===== src/rtl/pixel_byte_cache.sv =====
// Direct-mapped, one-byte-per-line read cache in front of the 1-bpp image memory.
// Hits answer combinationally; a single outstanding fetch fills one line at a time.
module pixel_byte_cache #(
  parameter int LINES       = 8,
  parameter int ROW_BYTES   = 80,
  parameter int ROWS        = 480,
  parameter int MEM_LATENCY = 1
) (
  input  logic        clk,
  input  logic        reset_n,
  input  logic        flush,
  input  logic [9:0]  x,
  input  logic [9:0]  y,
  output logic        pixel,
  output logic        ready,
  output logic [15:0] rdaddress,
  input  logic [7:0]  rdata,
  output logic [15:0] miss_count
);

  localparam int IDX_W = $clog2(LINES);
  localparam int TAG_W = 16 - IDX_W;
  localparam int CNT_W = (MEM_LATENCY < 2) ? 1 : $clog2(MEM_LATENCY + 1);
  localparam logic [10:0] X_LIMIT = 11'(ROW_BYTES * 8);
  localparam logic [10:0] Y_LIMIT = 11'(ROWS);

  typedef enum logic [1:0] {IDLE, WAIT, FILL} state_t;

  state_t             state_q, state_d;
  logic [CNT_W-1:0]   cnt_q, cnt_d;
  logic               issue;
  logic               fill_we;

  logic [LINES-1:0]   valid_q;
  logic [TAG_W-1:0]   tag_q  [LINES];
  logic [7:0]         data_q [LINES];

  logic [17:0]        addr_full;
  logic [15:0]        req_addr;
  logic [IDX_W-1:0]   req_idx;
  logic [TAG_W-1:0]   req_tag;
  logic               in_range;
  logic               hit;
  logic               miss;
  logic [7:0]         line_byte;

  logic [IDX_W-1:0]   fill_idx;
  logic [TAG_W-1:0]   fill_tag;

  function automatic logic [15:0] sat_inc(input logic [15:0] v);
    return (v == 16'hFFFF) ? v : v + 16'd1;
  endfunction

  // Lookup stage: address decode and tag compare against the registered array
  always_comb begin
    addr_full = 18'(y) * 18'(ROW_BYTES) + 18'(x[9:3]);
    req_addr  = addr_full[15:0];
    req_idx   = req_addr[IDX_W-1:0];
    req_tag   = req_addr[15:IDX_W];
    in_range  = ({1'b0, x} < X_LIMIT) && ({1'b0, y} < Y_LIMIT);
    line_byte = data_q[req_idx];
    hit       = in_range && valid_q[req_idx] && (tag_q[req_idx] == req_tag);
    miss      = in_range && !hit;
  end

  always_comb begin
    ready = 1'b0;
    pixel = 1'b0;
    if (reset_n) begin
      if (!in_range) begin
        ready = 1'b1;
      end else if (hit) begin
        ready = 1'b1;
        pixel = line_byte[x[2:0]];
      end
    end
  end

  // Fetch stage: the registered read address doubles as the latched index/tag
  assign fill_idx = rdaddress[IDX_W-1:0];
  assign fill_tag = rdaddress[15:IDX_W];

  always_comb begin
    state_d = state_q;
    cnt_d   = cnt_q;
    issue   = 1'b0;
    fill_we = 1'b0;
    case (state_q)
      IDLE: begin
        if (miss) begin
          issue   = 1'b1;
          cnt_d   = CNT_W'(MEM_LATENCY);
          state_d = WAIT;
        end
      end
      WAIT: begin
        cnt_d = cnt_q - CNT_W'(1);
        if (cnt_q <= CNT_W'(1)) state_d = FILL;
      end
      FILL: begin
        fill_we = 1'b1;
        state_d = IDLE;
      end
      default: state_d = IDLE;
    endcase
    if (flush) begin
      state_d = IDLE;
      cnt_d   = '0;
      issue   = 1'b0;
      fill_we = 1'b0;
    end
  end

  always_ff @(posedge clk or negedge reset_n) begin
    if (!reset_n) begin
      state_q    <= IDLE;
      cnt_q      <= '0;
      valid_q    <= '0;
      rdaddress  <= '0;
      miss_count <= '0;
    end else begin
      state_q <= state_d;
      cnt_q   <= cnt_d;
      if (flush) begin
        valid_q    <= '0;
        miss_count <= '0;
      end else begin
        if (fill_we) valid_q[fill_idx] <= 1'b1;
        if (issue) begin
          rdaddress  <= req_addr;
          miss_count <= sat_inc(miss_count);
        end
      end
    end
  end

  // Fill stage: line payload is never read without its valid bit, so it carries no reset
  always_ff @(posedge clk) begin
    if (fill_we) begin
      data_q[fill_idx] <= rdata;
      tag_q[fill_idx]  <= fill_tag;
    end
  end

endmodule


===== config.mk =====
export PLATFORM = sky130hd
export DESIGN_NAME = pixel_byte_cache
export DESIGN_NICKNAME = d
export VERILOG_FILES = /design/src/rtl/pixel_byte_cache.sv
export SDC_FILE = /design/constraint.sdc
export NUM_CORES = 1
export LEC_CHECK = 0
export CAP_MARGIN = 5
export CORE_UTILIZATION = 50
export DETAILED_ROUTE_END_ITERATION = 8
export PLACE_DENSITY = 0.7
export SYNTH_ARGS = -nofsm -noshare
export SYNTH_HDL_FRONTEND = slang
export SYNTH_SLANG_ARGS = --single-unit

===== constraint.sdc =====
create_clock -name clk -period 14.7 [get_ports clk]
set_input_delay 2.94 -clock clk [delete_from_list [all_inputs] [get_ports clk]]
set_output_delay 2.94 -clock clk [all_outputs]
set_load 0.005 [all_outputs]

==> summary.txt <==
Status
  • Status: finished with violations
  • Violated checks: DRC

Power and ir drop
  • Pleak: 3.89 nW
  • Power Dens Cells: 132 nW/µm²
  • Final Power: 0.00145 W
  • Seq pwr share: 0.512
  • P_int: 0.00110 W
  • Clock power share: 0.356
  • Combinational share of power: 0.132
  • Switching part of the total: 0.243
  • Peak VDD IR: 0.0000873 V
  • NetSw: 0.000353 W

Timing
  • WHS: 477 ps
  • Clk_skew: 8.18 ps
  • Fin crit share: 0.699
  • Rel. slew slack: 0.370
  • Final Setup Violations: 0
  • Tightest Pin Transition: 942 ps
  • Highest Clock Rate: 97.4 MHz
  • Tmin final: 10,270 ps
  • Worst setup margin: 4430 ps
  • Unrepaired setup endpoints after global routing: no
  • Final Hold Fails: 0
  • Slew Limit Fails: 0
  • Final TNS setup: 0 ps

Worst setup path
  • Req. time, crit path: 11,760 ps
  • CP startpoint kind: input pin
  • Maximum fanout along the worst path: 4
  • CP max-delay cell: o311ai_1
  • CP peak stage delay: 660 ps
  • Crit Path Class: in -> out
  • Crit-path cells: clkdlybuf4s50_1 -> ha_1 -> ha_1 -> fa_1 -> a211oi_2 -> nor2_1 -> o311ai_1 -> nand4_1 -> or3_1 -> o21a_4 -> nor2_2 -> and3_1 -> clkdlybuf4s50_1
  • Worst EP arrival: 7330 ps
  • Crit. End Element: output pin

Clocking
  • CTS buffer count: 21
  • CTS tree: yes
  • Setup bufs post-CTS: 0
  • Clk_lat worst skew: 500 ps
  • Clk sinks: 210
  • Post-CTS Resized: 0
  • Clock root buffer: clkbuf_16
  • Clk slew on worst S/H paths: 60 ps
  • Clk buf depth: 3
  • Hold buffer count at cts: 0
  • H-tree levels: 1

Cells and area
  • Most frequent cells in the layout: edfxtp_1 (168), clkdlybuf4s50_1 (61), mux4_2 (49)
  • Share of cells above drive strength 1: 0.201
  • Fin nets: 665
  • Commonest non-fill, non-tap cell in the layout: edfxtp_1
  • N_diodes: 0
  • Fin cells: 856
  • Layout area overhead: 16.4%

Detailed routing
  • Vias: 5,233
  • ANT nets after route: 0
  • Routed len/inst: 23.5 µm
  • Post-DR vias/cell: 6.11
  • DR iter-0 viols: 480
  • DRC viols: 3
  • Drt total wl: 20,100 µm
  • First-pass detailed-route iteration total: 8

Global routing
  • Largest net degree at the start of global routing: 46
  • Number of global-route vias before repair: 5,564
  • Initial antenna violation count: 0
  • GRT Util Overall: 0.218
  • First-pass GRT wire length: 31,900 µm
  • Gr ovfl total: 0

Yosys
  • Adder-Cell Fraction of Synth Area: 0.0308
  • Sequential fraction of the synthesis area: 0.647
  • Async S/R FF share, synth: 0.200
  • Post-synthesis net count: 593
  • Post-synth EDFFs: 168
  • Multiplexer area fraction after synthesis: 0.154
  • Post-Synth Simple-Gate Area: 0.0577
  • Compound-Gate Fraction of Synth Area: 0.0551
  • Xor/xnor cell area share of the yosys netlist: 0.0355
  • Largest family of logic cells by synthesized area: multiplexers
  • Syn_area_per_cell: 17.4 µm²
  • Dominant synthesized flop cell: edfxtp_1
  • Yosys Warn Count: 0
  • Yosys reg bits: 210
  • Mapped Area: 9420 µm²
  • Post-synth cell types: 67
  • Cells after Synth: 540

Die
  • Die Ht: 139 µm
  • Initial Util: 0.517
  • Num ports: 65
  • Die W: 139 µm
  • Row count: 49
  • Total core area: 18,200 µm²
  • Die area: 19,400 µm²

Placed design
  • Dpl ws: 4540 ps
  • Final RePlAce weighted congestion: 0.861
  • Post-Place Cells: 818
  • HPWL after DPL: 12,000 µm
  • IO buf count: 64

Worst hold path
  • Hold Path Class: reg -> reg

Flow run
  • Max cap viols: 0
registers in the layout, indices dropped and copies added (netlist names):
register    flops
valid_q         8
tag_q         104
rdaddress      16
state_q         2
miss_count     16
data_q         64
cell families after synthesis:
| group | Yosys count |
|---|---|
| flip-flops | 210 |
| AO/OA/AOI/OAI | 72 |
| adder cells (fa/ha/maj) | 22 |
| buffers and inverters | 36 |
| multiplexers | 80 |
| AND/OR/NAND/NOR | 90 |
| XOR/XNOR | 30 |
critical path, delay by kind of cell:
kind | cells | cell delay [ps]
AO/OA/AOI/OAI | 3 | 1100
adder cells (fa/ha/maj) | 3 | 1050
buffers and inverters | 2 | 990
AND/OR/NAND/NOR | 5 | 1240
stage by stage:
stage | cell area (µm²) | util
6_report | 11000 | 0.602
5_1_grt | 11000 | 0.602
4_1_cts | 11000 | 0.602
3_3_place_gp | 10300 | 0.566
3_5_place_dp | 10300 | 0.566
2_1_floorplan | 9420 | -
per-layer routing:
| metal | up-vias | share of wire | GRT usage |
|---|---|---|---|
| li1 | 2326 | - | - |
| met1 | 2726 | 0.44 | 0.305 |
| met2 | 147 | 0.49 | 0.356 |
| met3 | 34 | 0.049 | 0.0368 |
| met4 | 0 | 0.020 | 0.0608 |
| met5 | - | 0 | 0 |
area by class of cell:
type,count,area (µm²)
inverters,14,52.6
well taps,229,287
flip-flops and latches,210,6100
repair buffers,71,678
clock buffers,30,591
multi-input cells,294,3190
fillers,1301,7250
clock inverters,8,66.3
worst paths after layout:
kind                            cells past startpoint                          to  slack [ps]                   start
worst max-delay path                               13                       pixel        4430                    y[1]
worst min-delay path                                1      valid_q[7]$_DFFE_PN0P_         480  valid_q[7]$_DFFE_PN0P_
worst max register to register                      9    rdaddress[6]$_DFFE_PN0P_       11270   tag_q[3][5]$_DFFE_PP_
worst min register to register                      1      valid_q[7]$_DFFE_PN0P_         480  valid_q[7]$_DFFE_PN0P_
max in group asynchronous                           2      state_q[0]$_DFFE_PN0P_       11750                 reset_n
min in group asynchronous                           2  miss_count[11]$_DFFE_PN0P_        2540                 reset_n
power groups by stage:
stage | combinational (W) | sequential, W | clock (W)
final | 0.000191 | 0.000743 | 0.000517
after global routing | 0.000206 | 0.000749 | 0.000545
after CTS | 0.000193 | 0.000742 | 0.000526
after detailed placement | 0.000191 | 0.000754 | 0
after global placement | 0.000187 | 0.000749 | 0
after floorplan | 0.000112 | 0.000740 | 0
cells in the mapped netlist (3+ instances only):
| master | n | area share |
|---|---|---|
| a21o_1 | 10 | 0.0080 |
| o211ai_1 | 4 | 0.0032 |
| nand4_1 | 7 | 0.0047 |
| nor2b_1 | 3 | 0.0020 |
| buf_4 | 4 | 0.0032 |
| o21a_1 | 4 | 0.0032 |
| nor3b_1 | 3 | 0.0024 |
| mux2_4 | 5 | 0.0080 |
| nand2_1 | 7 | 0.0028 |
| or4_1 | 7 | 0.0056 |
| nor2_1 | 19 | 0.0076 |
| ha_1 | 20 | 0.027 |
| xnor2_1 | 19 | 0.018 |
| nand3_1 | 9 | 0.0048 |
| dfrtp_1 | 42 | 0.11 |
| xnor3_1 | 3 | 0.0072 |
| clkbuf_1 | 9 | 0.0036 |
| o21ai_0 | 10 | 0.0053 |
| nor3_1 | 6 | 0.0032 |
| o31ai_1 | 7 | 0.0056 |
| a21oi_1 | 14 | 0.0074 |
| xor2_1 | 6 | 0.0056 |
| and3_1 | 3 | 0.0020 |
| mux4_2 | 49 | 0.12 |
| mux2_2 | 10 | 0.012 |
| a211oi_1 | 4 | 0.0032 |
| mux2i_1 | 16 | 0.017 |
| or3_1 | 4 | 0.0027 |
| nand2b_1 | 4 | 0.0027 |
| buf_2 | 5 | 0.0027 |
| inv_1 | 13 | 0.0052 |
| edfxtp_1 | 168 | 0.54 |
Power figures use the tool's default switching activity.
